### config.mk
export PLATFORM = sky130hd
export DESIGN_NAME = inst_mem_burst
export DESIGN_NICKNAME = d
export VERILOG_FILES = /design/src/rtl/inst_mem_burst.sv
export SDC_FILE = /design/constraint.sdc
export NUM_CORES = 1
export LEC_CHECK = 0
export BUFFER_PORTS_ARGS = -buffer_cell sky130_fd_sc_hd__buf_2
export CAP_MARGIN = 20
export CORE_UTILIZATION = 44
export DETAILED_ROUTE_END_ITERATION = 12
export HOLD_SLACK_MARGIN = 0.1
export PLACE_DENSITY = 0.75
export SLEW_MARGIN = 20
export SYNTH_ARGS = -nofsm -noshare
export SYNTH_HDL_FRONTEND = slang
export SYNTH_SLANG_ARGS = --single-unit
### constraint.sdc
create_clock -name clk -period 2 [get_ports clk]
set_input_delay 0.1 -clock clk [delete_from_list [all_inputs] [get_ports clk]]
set_output_delay 0.1 -clock clk [all_outputs]
set_load 0.02 [all_outputs]
### src/rtl/inst_mem_burst.sv
// Burst read engine: turns one I-cache refill request into BLOCK_SIZE sequential BRAM reads.
// Define INST_MEM_STATS_EN to add saturating burst/abort counters (stat_bursts, stat_aborts).
module inst_mem_burst #(
   parameter int DATA_WIDTH         = 32,
   parameter int ADDR_WIDTH         = 16,
   parameter int BLOCK_OFFSET_WIDTH = 5,
   parameter int READ_LATENCY       = 1
) (
   input  logic                  clk,
   input  logic                  rst,
   input  logic                  mem_enable,
   input  logic [ADDR_WIDTH-1:0] mem_addr,
   output logic [DATA_WIDTH-1:0] mem_read,
   output logic                  mem_read_valid,
   output logic                  mem_last,
   output logic                  bram_en,
   output logic [ADDR_WIDTH-1:0] bram_addr,
   input  logic [DATA_WIDTH-1:0] bram_dout,
   output logic                  busy
`ifdef INST_MEM_STATS_EN
   ,
   output logic [31:0]           stat_bursts,
   output logic [31:0]           stat_aborts
`endif
);

   localparam int TAG_WIDTH = ADDR_WIDTH - BLOCK_OFFSET_WIDTH;
   localparam logic [BLOCK_OFFSET_WIDTH-1:0] CNT_MAX = {BLOCK_OFFSET_WIDTH{1'b1}};
   localparam logic [BLOCK_OFFSET_WIDTH-1:0] CNT_ONE = {{(BLOCK_OFFSET_WIDTH-1){1'b0}}, 1'b1};
   localparam logic [ADDR_WIDTH-1:0] OFFSET_MASK = {{TAG_WIDTH{1'b0}}, {BLOCK_OFFSET_WIDTH{1'b1}}};

   typedef enum logic [1:0] {
      IDLE    = 2'd0,
      ISSUE   = 2'd1,
      DRAIN   = 2'd2,
      RELEASE = 2'd3
   } state_t;

   state_t                        state_q;
   logic [ADDR_WIDTH-1:0]         base_q;
   logic [BLOCK_OFFSET_WIDTH-1:0] cnt_q;
   logic [BLOCK_OFFSET_WIDTH-1:0] cnt_d;
   logic [ADDR_WIDTH-1:0]         bram_addr_q;
   logic [ADDR_WIDTH-1:0]         bram_addr_d;
   logic                          bram_en_q;
   logic                          busy_q;
   logic [READ_LATENCY-1:0]       pv_q;
   logic [READ_LATENCY-1:0]       pl_q;
   logic [DATA_WIDTH-1:0]         rdata_q;
   logic                          rvalid_q;
   logic                          rlast_q;
   logic                          abort_s;
   logic                          drain_done_s;
   logic                          head_v_s;
   logic                          head_l_s;

   // Next issue address, abort detection and "no read still in flight before the head" check.
   always_comb begin
      cnt_d        = cnt_q + CNT_ONE;
      bram_addr_d  = base_q | {{TAG_WIDTH{1'b0}}, cnt_d};
      head_v_s     = pv_q[READ_LATENCY-1];
      head_l_s     = pl_q[READ_LATENCY-1];
      abort_s      = ~mem_enable & ((state_q == ISSUE) | (state_q == DRAIN));
      drain_done_s = 1'b1;
      for (int i = 0; i < READ_LATENCY - 1; i++) begin
         drain_done_s = drain_done_s & ~pv_q[i];
      end
   end

   // Burst FSM, {valid,last} latency pipe and registered return port.
   always_ff @(posedge clk or posedge rst) begin
      if (rst) begin
         state_q     <= IDLE;
         base_q      <= {ADDR_WIDTH{1'b0}};
         cnt_q       <= {BLOCK_OFFSET_WIDTH{1'b0}};
         bram_addr_q <= {ADDR_WIDTH{1'b0}};
         bram_en_q   <= 1'b0;
         busy_q      <= 1'b0;
         pv_q        <= {READ_LATENCY{1'b0}};
         pl_q        <= {READ_LATENCY{1'b0}};
         rdata_q     <= {DATA_WIDTH{1'b0}};
         rvalid_q    <= 1'b0;
         rlast_q     <= 1'b0;
      end else begin
         // An abort wipes every in-flight tag so no stale beat can surface later.
         pv_q[0] <= bram_en_q & ~abort_s;
         pl_q[0] <= bram_en_q & (cnt_q == CNT_MAX) & ~abort_s;
         for (int i = 1; i < READ_LATENCY; i++) begin
            pv_q[i] <= pv_q[i-1] & ~abort_s;
            pl_q[i] <= pl_q[i-1] & ~abort_s;
         end
         rvalid_q <= head_v_s & ~abort_s;
         rlast_q  <= head_v_s & head_l_s & ~abort_s;
         if (head_v_s) begin
            rdata_q <= bram_dout;
         end

         case (state_q)
            IDLE: begin
               if (mem_enable) begin
                  state_q     <= ISSUE;
                  busy_q      <= 1'b1;
                  bram_en_q   <= 1'b1;
                  base_q      <= mem_addr & ~OFFSET_MASK;
                  bram_addr_q <= mem_addr & ~OFFSET_MASK;
                  cnt_q       <= {BLOCK_OFFSET_WIDTH{1'b0}};
               end
            end
            ISSUE: begin
               if (abort_s) begin
                  state_q   <= IDLE;
                  busy_q    <= 1'b0;
                  bram_en_q <= 1'b0;
               end else if (cnt_q == CNT_MAX) begin
                  state_q   <= DRAIN;
                  bram_en_q <= 1'b0;
               end else begin
                  cnt_q       <= cnt_d;
                  bram_addr_q <= bram_addr_d;
               end
            end
            DRAIN: begin
               if (abort_s) begin
                  state_q <= IDLE;
                  busy_q  <= 1'b0;
               end else if (drain_done_s) begin
                  state_q <= RELEASE;
               end
            end
            RELEASE: begin
               // Holding here until enable drops guarantees one burst per request.
               if (!mem_enable) begin
                  state_q <= IDLE;
                  busy_q  <= 1'b0;
               end
            end
            default: begin
               state_q   <= IDLE;
               busy_q    <= 1'b0;
               bram_en_q <= 1'b0;
            end
         endcase
      end
   end

   assign mem_read       = rdata_q;
   assign mem_read_valid = rvalid_q;
   assign mem_last       = rlast_q;
   assign bram_en        = bram_en_q;
   assign bram_addr      = bram_addr_q;
   assign busy           = busy_q;

`ifdef INST_MEM_STATS_EN
   logic [31:0] bursts_q;
   logic [31:0] aborts_q;

   function automatic logic [31:0] sat_inc(input logic [31:0] v);
      if (v == 32'hFFFF_FFFF) begin
         return v;
      end else begin
         return v + 32'd1;
      end
   endfunction

   // Saturating activity counters.
   always_ff @(posedge clk or posedge rst) begin
      if (rst) begin
         bursts_q <= 32'd0;
         aborts_q <= 32'd0;
      end else begin
         if (head_v_s & head_l_s & ~abort_s) begin
            bursts_q <= sat_inc(bursts_q);
         end
         if (abort_s) begin
            aborts_q <= sat_inc(aborts_q);
         end
      end
   end

   assign stat_bursts = bursts_q;
   assign stat_aborts = aborts_q;
`endif

endmodule

### After elaboration in Yosys (flattened, before gate mapping)

Cells that the tools add are included.

| operators by class | value |
|---|---|
| add/sub/neg operators | 1 |
| eq/ne operators | 10 |
| reduce and logical (&&, ||, !) cells | 8 |
| mux-type cells | 21 |
| bitwise gates (word level) | 11 |

Operator list:

| kind | number |
|---|---|
| 2-to-1 mux 16 bit | 3 |
| case mux 16 bit (2 select lines) | 1 |
| bitwise OR 16 x 5 -> 16 bit | 1 |
| 2-to-1 mux 5 bit | 3 |
| 2-to-1 mux 2 bit | 5 |
| case mux 5 bit (2 select lines) | 1 |
| AND reduction 3 bit | 3 |
| != test 2 bit, second input constant | 4 |
| case mux 2 bit (4 select lines) | 1 |
| AND 1 bit | 7 |
| adder 5 x 1 -> 5 bit, second input constant | 1 |
| == test 5 bit, second input constant | 1 |
| 2-to-1 mux 1 bit | 5 |
| == test 2 bit, second input constant | 2 |
| AND reduction 4 bit | 1 |
| != test 3 x 2 -> 1 bit, second input constant | 1 |
| case mux 1 bit (3 select lines) | 1 |
| == test 2 x 1 -> 1 bit, second input constant | 1 |
| logical NOT 2 bit | 1 |
| != test 2 x 1 -> 1 bit, second input constant | 1 |
| NOT 1 bit | 2 |
| case mux 1 bit (2 select lines) | 1 |
| AND reduction 2 bit | 1 |
| nonzero test 2 bit | 1 |
| other kinds (2) | 2 |

| storage, ports and cells | value |
|---|---|
| flip-flop bits (word level) | 72 |
| word-level logic and storage cells | 62 |
| input port bits | 51 |
| output and inout port bits | 52 |

### Longest topological paths before layout

Gate-level depths: netlist (run 1).

| depth | value |
|---|---|
| word-level depth | 5 |
| mapped depth | 7 |
| depth with buffers taken out | 6 |

### Least setup slack after synthesis (run 1)

Ideal clock, no wire load.

| path | value |
|---|---|
| path kind | reg2reg |
| start | register cnt_q[0] |
| end | register state_q[1] |
| path buffers | 1 |
| arrival time | 1918 ps |
| setup slack | -42 ps |
| data required time | 1875 ps |
| stages on the path, launching flop included | 8 |
| setup time | 125 ps |
| period minus slack after synthesis | 2042 ps |
| cells stage by stage | dfrtp_1 ha_1 and3_1 ha_1 buf_2 nand2b_1 a31oi_1 mux2_2 |

| between the ends | value |
|---|---|
| cells in the longest elaborated chain, start to end | 3 |

Ends and longest elaborated chain:

| element | line | RTL |
|---|---|---|
| start, declared | 41 | `logic [BLOCK_OFFSET_WIDTH-1:0] cnt_q;` |
| start signal, assigned | 75 | `cnt_q <= {BLOCK_OFFSET_WIDTH{1'b0}};` |
| start signal, assigned | 106 | `cnt_q <= {BLOCK_OFFSET_WIDTH{1'b0}};` |
| start signal, assigned | 118 | `cnt_q <= cnt_d;` |
| == test 5 bit | 114 | `end else if (cnt_q == CNT_MAX) begin` |
| != test 3 x 2 -> 1 bit (no line) | -- |  |
| AND reduction 3 bit (no line) | -- |  |
| end signal, assigned | 111 | `state_q <= IDLE;` |
| end signal, assigned | 115 | `state_q <= DRAIN;` |
| end signal, assigned | 124 | `state_q <= IDLE;` |
| end, declared | 39 | `state_t state_q;` |

No other way between the ends.
A chain may end at the register's enable or synchronous reset.

### Worst setup path in the final report (run 1)

| path | value |
|---|---|
| start | register cnt_q[1] |
| end | register state_q[1] |

Same word-level chain as after synthesis.

==> reports/metrics.yaml, run 1 <==
status: "finished clean"
fill_cells: 470
cts_buffer_depth: 2
avgSynthCellArea_um2: 14.6
cts_tree: "done"
wl_met1_mm: 2.71
die_h_um: 82.9
die_w_um: 82.9
row_count: 29
wire_per_inst_um: 14.3
clk_pin_slew_ns: 0.07
grt_overflow: 0
max-slew-margin-rel_pct: 61.9
min_period_ns: 1.89
hpwl_mm: 3.83
worstHoldPathType: "in2reg"
finalWeightedCongestion: 0.779
ys_ff_latch: 67
critPathLaunchType: "flop"
clock_latency_ns: 0.34
cts_root_buf: "clkbuf_8"
grt.total_usage_pct: 19.7
power_density_nw_per_um2: 1570
ys_warn_count: 0
drtIter0Drc: 45
skew_ns: 0.00779
synth_area_leader_cell: "dfrtp_1"
ys_top_cells_by_area: "dfrtp_1 (58%), mux2_2 (22%), mux2_4 (5.2%), ha_1 (2.6%), buf_2 (1.4%)"
cts_made_buffers: 9
setup_tns_ns: 0
crit_fanout: 5
synth_area_um2: 2880
p_leak_uw: 0.00200
drcViolationCount: 0
report.final.setup_viol: 0
grt_pass1_vias: 2165
ys_seq_area_share_pct: 58.2
reg2reg_depth: 6
r2r_slack_ns: 0.11
whs_path_depth: 3
io_pins: 103
synth_top_area_share_pct: 58.2
rr_startpoint: "cnt_q[1]$_DFFE_PP0P_"
r2r-end: "state_q[1]$_DFFE_PP0P_"
fin_crit_sh_pct: 94.5
met3_length_um: 436
clock.fmax_mhz: 529
wl_met2_mm: 2.96
critPathCaptureType: "flop"
antennaDiodeCount: 0
antenna_found_initial: 0
synthDistinctLibCells: 28
vias: 2152
cap_violations: 0
antenna_left: 0
layout-drive-gt1-share_pct: 54.6
crit_required_ns: 2.22
area_growth_syn_to_layout_pct: 43.7
hold_end: "cnt_q[3]$_DFFE_PP0P_"
die-area_um2: 6880
path_class: "reg2reg"
hp-start: "mem_enable"
finalNetCount: 407
ir_drop_v: 0.00106
cp.arrival_ns: 2.11
coreArea_um2: 6350
htree_levels: 3
wl_mm: 6.19
cts_setup_buffers: 0
viasPerCell: 4.98
p_total_uw: 6500
rsz0062_at_grt: "no"
grt_max_degree: 42
grt_pass1_wl_mm: 10.7
worstMarginPinSlew_ns: 0.571
syn-instance-count: 198
hold_violations: 0
maxUsedRoutingLayer: "met4"
slew_viol_final: 0
cts_num_sinks: 67
initial_utilization_pct: 45.4
synth.net_count: 255
firstDrtPassIters: 4
io_buffers: 97
registers in the layout, indices dropped and copies added, names as in the netlist:
name	cells
state_q	2
head_v_s	1
mem_read_valid	1
head_l_s	1
bram_en	1
bram_addr	12
busy	1
cnt_q	4
mem_read	32
base_q	11
mem_last	1
logic make-up (layout without fill, tap and decap cells):
logic type / count (synthesis) / after routing / share of synthesized area [%]
AOI/OAI and AO/OA: 22 / 22 / 5.47
adders and majority gates: 6 / 6 / 2.60
DFF: 67 / 67 / 58.2
muxes: 67 / 67 / 27.4
and+or+nand+nor: 19 / 19 / 3.52
buffers and inverters: 17 / 174 / 2.82
report_power, final:
group | switching (uW) | leakage [uW] | internal [uW] | total (uW)
Sequential | 338 | 0.000796 | 2010 | 2350
Clock | 500 | 0.0000971 | 573 | 1070
Combinational | 1580 | 0.00111 | 1490 | 3080
Total | 2420 | 0.00200 | 4080 | 6500
per-stage QoR:
step	cell area, um^2	cells	util [%]	hold WS, ns	setup WS (ns)
5_1_grt	4140	432	65.3	0.172	0.0262
6_report	4140	432	65.3	0.163	0.110
4_1_cts	4140	432	65.3	0.136	0.104
2_1_floorplan	2890	198	-	0.250	0.0120
3_3_place_gp	3520	372	55.4	0.182	0.144
3_5_place_dp	3520	372	55.4	0.189	0.106
worst max path at each step:
stage,startpoint,end,cells after the start
after detailed placement,cnt_q[1]$_DFFE_PP0P_,state_q[1]$_DFFE_PP0P_,6
after global routing,cnt_q[1]$_DFFE_PP0P_,state_q[1]$_DFFE_PP0P_,6
after floorplan,cnt_q[0]$_DFFE_PP0P_,state_q[1]$_DFFE_PP0P_,7
after CTS,cnt_q[1]$_DFFE_PP0P_,state_q[1]$_DFFE_PP0P_,6
final,cnt_q[1]$_DFFE_PP0P_,state_q[1]$_DFFE_PP0P_,6
after global placement,cnt_q[1]$_DFFE_PP0P_,state_q[1]$_DFFE_PP0P_,6
layout make-up:
cell class	instances	area, um^2	share of cell area, %
Sequential cell	67	1680	40.5
Multi-Input combinational cell	114	1130	27.3
Timing Repair Buffer	151	1030	24.8
Clock buffer	11	131	3.17
Tap cell	77	96.3	2.32
Clock inverter	5	53.8	1.30
Inverter	7	26.3	0.634
cells in the mapped netlist:
cell      number
dfrtp_1       67
mux2_2        56
mux2_4        10
buf_2          8
inv_1          7
ha_1           6
nand2_1        6
o21ai_0        5
a22o_1         4
nand2b_1       4
a21oi_1        3
and3_1         3
and2_1         2
nor2_1         2
o41ai_1        2
a21bo_2        1
a21oi_2        1
a22oi_1        1
a31oi_1        1
and2_0         1
buf_6          1
clkbuf_1       1
mux2i_1        1
nand4b_1       1
o21a_1         1
o21ai_2        1
o221ai_1       1
o31ai_1        1
metal layers:
layer	vias up	track usage, %
met3	12	6.76
li1	1009	-
met4	0	6.43
met5	-	0
met2	76	31.9
met1	1055	24.9
critical path, stage by stage (launching register included):
cell,delay [ns]
dfrtp_2,0.43
ha_1,0.20
and3_1,0.18
ha_1,0.22
nand2b_1,0.17
a31oi_2,0.22
mux2_2,0.36
timing repair:
| action | 4_1_cts | 5_1_grt |
|---|---|---|
| hold buffers | 44 | 0 |
| endpoints found under the hold margin | 69 | 0 |
| setup endpoints to repair | 0 | 0 |
| resized for setup | 0 | 0 |
cells in the final DEF, fill, tap and decap left out, types with 5 or more instances in the layout:
cell type / Yosys / layout
buf_2: 8 / 97
buf_4: 0 / 8
clkbuf_8: 0 / 9
dfrtp_1: 67 / 65
dlygate4sd3_1: 0 / 44
ha_1: 6 / 6
inv_1: 7 / 6
mux2_2: 56 / 56
mux2_4: 10 / 10
nand2_1: 6 / 6
o21ai_0: 5 / 5
Power figures use the tool's default switching activity.
==> run 2: changes to the inputs <==
- CTS_CLUSTER_DIAMETER: default -> 120
- PLACE_DENSITY: 0.75 -> 0.72
==> run 2 against run 1 <==
Net effect:
- critical path depth stayed put
- maximum frequency decreased by 1.1%
- worst hold slack better by 0.0043 ns
- highest routed layer unchanged
- final cell count down 0.69%
- die area unchanged
- via count down 1.7%
- register-to-register slack got worse by 0.02 ns
- flip-flop and latch count is the same
- routed wire length increased by 2.3%
- power increased by 3.2%
- sequential power rose by 2%
- largest power group unchanged
- global-route usage is 0.26 points higher
==> reports/metrics.yaml, run 2 (synthesis results as in run 1) <==
grt_max_degree: 38
rsz0062_at_grt: "no"
cts_hold_buf: 44
wl_mm: 6.34
critPathLaunchType: "flop"
grt_pass1_wl_mm: 10.9
hold_slack_ns: 0.167
cts_buffer_depth: 2
antennaDiodeCount: 0
fin_crit_sh_pct: 95.5
area_growth_syn_to_layout_pct: 45.3
firstDrtPassIters: 7
grt_pass1_vias: 2259
antenna_found_initial: 0
power.internal_uw: 4260
p_clk_share_pct: 18.5
die_w_um: 82.9
netSwitchingPower_uw: 2450
grt.total_usage_pct: 20.0
layout-drive-gt1-share_pct: 54.8
cts_num_sinks: 67
cts_setup_buffers: 0
viasPerCell: 4.93
path_class: "reg2reg"
skew_ns: 0.00931
finalWeightedCongestion: 0.753
status: "finished clean"
htree_levels: 3
worstMarginPinSlew_ns: 0.648
vias: 2116
cts_resized: 0
cp.arrival_ns: 2.12
setup_tns_ns: 0
finalNetCount: 404
die-area_um2: 6880
ir_drop_v: 0.00107
min_period_ns: 1.91
grt_overflow: 0
antenna_left: 0
wire_per_inst_um: 14.8
pwr-share-comb_pct: 45.7
clock_latency_ns: 0.33
power_density_nw_per_um2: 1600
hpwl_mm: 3.76
hold_violations: 0
stdcell_count: 429
clock.fmax_mhz: 523
drtIter0Drc: 50
final_util_pct: 66.0
cts_made_buffers: 9
p_leak_uw: 0.00201
seqPwrFrac_pct: 35.8
clk_pin_slew_ns: 0.07
max-slew-margin-rel_pct: 56.8
layout_common_cells: "buf_2 (97), dfrtp_1 (65), mux2_2 (56)"
crit_fanout: 6
crit_required_ns: 2.21
io_buffers: 97
die_h_um: 82.9
report.final.setup_viol: 0
mostFrequentLayoutCell: "buf_2"
io_pins: 103
post-place-cells: 369
switching_share_pct: 36.5
cap_violations: 0
worstHoldPathType: "in2reg"
coreArea_um2: 6350
initial_utilization_pct: 45.4
row_count: 29
r2r_slack_ns: 0.09
largest_register_ffs: 32
cts_tree: "done"
drcViolationCount: 0
critPathCaptureType: "flop"
cts_root_buf: "clkbuf_8"
slew_viol_final: 0
[run 2: changes by cell type in the layout (fill, tap and decap cells not counted), sizes merged]
cell / change
buf: -3
bufinv: +1
clkbuf: -1
clkinv: -2
clkinvlp: +2
[run 2: final cells by class]
| cell class | instances | area [um^2] |
|---|---|---|
| clock inverter | 6 | 88.8 |
| multi-input combinational | 114 | 1130 |
| tap | 77 | 96.3 |
| sequential | 67 | 1680 |
| inverter | 7 | 26.3 |
| fill | 460 | 2160 |
| timing repair buffer | 148 | 1030 |
| clock buffer | 10 | 138 |
[run 2: critical path: stages (launching register included)]
cell and delay (ns):
dfrtp_2 0.44, ha_1 0.21, and3_1 0.18, ha_1 0.21, nand2b_1 0.16, a31oi_2 0.24, mux2_2 0.35
[run 2: path summary, 6_finish.rpt]
check                                      from                       end  depth (start not counted)
max                        cnt_q[0]$_DFFE_PP0P_    state_q[1]$_DFFE_PP0P_                          6
min                                  mem_enable      cnt_q[3]$_DFFE_PP0P_                          3
max reg2reg                cnt_q[0]$_DFFE_PP0P_    state_q[1]$_DFFE_PP0P_                          6
min reg2reg                  head_l_s$_DFF_PP0_        mem_last$_DFF_PP0_                          1
max in group asynchronous                   rst      cnt_q[0]$_DFFE_PP0P_                          4
min in group asynchronous                   rst  mem_read[26]$_DFFE_PP0P_                          3
[run 2: power groups by stage]
stage,combinational [uW],sequential [uW],clock (uW)
floorplan,1480,2970,0
global placement,2950,2360,0
detailed placement,3000,2400,0
CTS,3070,2380,1290
global route,3270,2490,1350
finish,3070,2400,1240
[run 2: per-stage QoR]
step                      total power (uW)  worst slack [ns]  cell area (um^2)
after floorplan                       4460            0.0120              2890
after global placement                5310             0.136              3520
after detailed placement              5400            0.0999              3520
after CTS                             6740            0.0778              4190
after global routing                  7110            0.0129              4190
final                                 6710            0.0894              4190
[run 2: metal layers]
metal / wire length (um) / track usage (%) / up-vias
li1: - / - / 1004
met1: 2810 / 25.1 / 1013
met4: 84 / 7.05 / 0
met2: 3060 / 33.2 / 88
met5: 0 / 0 / -
met3: 384 / 5.67 / 11
==> run 3: changes to the inputs <==
- CORE_MARGIN: default -> 1
- CORE_UTILIZATION: 44 -> 49
- PLACE_DENSITY: 0.72 -> 0.76
- clock period: 2 -> 2.1 ns (I/O delays scaled with it)
==> run 3 against run 2 <==
Net effect:
- register-to-register slack improved by 0.06 ns
- routed wire length is 2.0% lower
- sequential share of layout area is 0.73 points higher
- first-iteration DRC count decreased by 4.0%
- non-clock buffer count unchanged
- global-route usage up 1.4 points
- largest power group unchanged
- worst hold slack worse by 0.0088 ns
- die area fell by 10%
- via count shrank 0.61%
- clock power fell by 19%
==> reports/metrics.yaml, run 3 (synthesis results as in run 1) <==
r2r-end: "state_q[1]$_DFFE_PP0P_"
io_pins: 103
grt.total_usage_pct: 21.4
die_h_um: 78.7
clock_latency_ns: 0.33
cts_num_sinks: 67
htree_levels: 3
power_density_nw_per_um2: 1490
crit_required_ns: 2.31
hold_end: "cnt_q[2]$_DFFE_PP0P_"
place_area_um2: 3480
antenna_left: 0
antennaDiodeCount: 0
finalNetCount: 404
cp.arrival_ns: 2.16
largest_register_ffs: 32
worstHoldPathType: "in2reg"
whs_path_depth: 3
coreArea_um2: 5570
grt_pass1_vias: 2087
clk_pin_slew_ns: 0.07
area_growth_syn_to_layout_pct: 42.4
row_count: 27
status: "finished clean"
hpwl_mm: 3.82
setup_tns_ns: 0
max-slew-margin-rel_pct: 56.8
initial_utilization_pct: 51.7
wire_per_inst_um: 14.6
worstMarginPinSlew_ns: 0.647
vias: 2103
drtIter0Drc: 48
r2r_slack_ns: 0.15
ir_drop_v: 0.000918
grt_pass1_wl_mm: 10.0
path_class: "reg2reg"
die-area_um2: 6190
cts_buffer_depth: 2
hold_violations: 0
cts_root_buf: "clkbuf_8"
layout_common_cells: "buf_2 (97), dfrtp_1 (67), mux2_2 (56)"
wl_mm: 6.21
reg2reg_depth: 6
fin_crit_sh_pct: 92.7
cts_setup_buffers: 0
p_total_uw: 6130
cts_tree: "done"
report.final.setup_viol: 0
clock.fmax_mhz: 513
stdcell_area_um2: 4110
hp-start: "mem_enable"
grt_max_degree: 39
slew_viol_final: 0
firstDrtPassIters: 4
crit_fanout: 6
p_leak_uw: 0.00199
skew_ns: 0.00650
critPathCaptureType: "flop"
grt_overflow: 0
antenna_found_initial: 0
cts_made_buffers: 9
die_w_um: 78.7
io_buffers: 97
layout-drive-gt1-share_pct: 53.4
cap_violations: 0
min_period_ns: 1.95
drcViolationCount: 0
rsz0062_at_grt: "no"
viasPerCell: 4.96
critPathLaunchType: "flop"
mostFrequentLayoutCell: "buf_2"
rr_startpoint: "cnt_q[0]$_DFFE_PP0P_"
finalWeightedCongestion: 0.765
[run 3: worst max-delay path by stage]
stage,startpoint,endpoint,depth (start not counted)
floorplan,cnt_q[0]$_DFFE_PP0P_,state_q[1]$_DFFE_PP0P_,7
global placement,cnt_q[0]$_DFFE_PP0P_,state_q[1]$_DFFE_PP0P_,6
detailed placement,cnt_q[0]$_DFFE_PP0P_,state_q[1]$_DFFE_PP0P_,6
CTS,cnt_q[0]$_DFFE_PP0P_,state_q[1]$_DFFE_PP0P_,6
global route,cnt_q[0]$_DFFE_PP0P_,state_q[1]$_DFFE_PP0P_,6
finish,cnt_q[0]$_DFFE_PP0P_,state_q[1]$_DFFE_PP0P_,6
[run 3: per-layer routing]
| metal | GRT usage, % | part of all wire (%) |
|---|---|---|
| met1 | 27.3 | 44 |
| met2 | 34.8 | 48 |
| met3 | 4.94 | 6.3 |
| met4 | 9.63 | 1.7 |
| met5 | 0 | 0 |
[run 3: stage by stage]
step                instances  hold WS (ns)  util (%)  worst slack [ns]
floorplan                 198         0.255         -            0.0577
global route              424         0.148      73.7            0.0376
CTS                       424         0.135      73.7             0.146
global placement          364         0.227      62.4             0.216
finish                    424         0.159      73.7             0.152
detailed placement        364         0.236      62.4             0.155
[run 3: power breakdown]
part           switching, uW  total (uW)  internal (uW)
Combinational           1490        2870           1390
Clock                    464        1010            545
Sequential               332        2240           1910
Total                   2280        6130           3850
[run 3: critical path, cell delays in order, from the launching register on]
cell and delay [ns]:
dfrtp_1 0.44, ha_1 0.22, and3_1 0.18, ha_1 0.21, nand2b_1 0.15, a31oi_1 0.27
mux2_2 0.37
[run 3: cell type report]
cell class                      instances  area [um^2]
Tap cell                               72         90.1
Clock buffer                           11          131
Multi-Input combinational cell        114         1120
Timing Repair Buffer                  148         1000
Clock inverter                          5         53.8
Sequential cell                        67         1680
Fill cell                             367         1470
Inverter                                7         26.3
[run 3: timing repair]
item / CTS / global route
hold buffers: 44 / 0
gates resized for setup: 0 / 0
hold endpoints to repair: 72 / 0
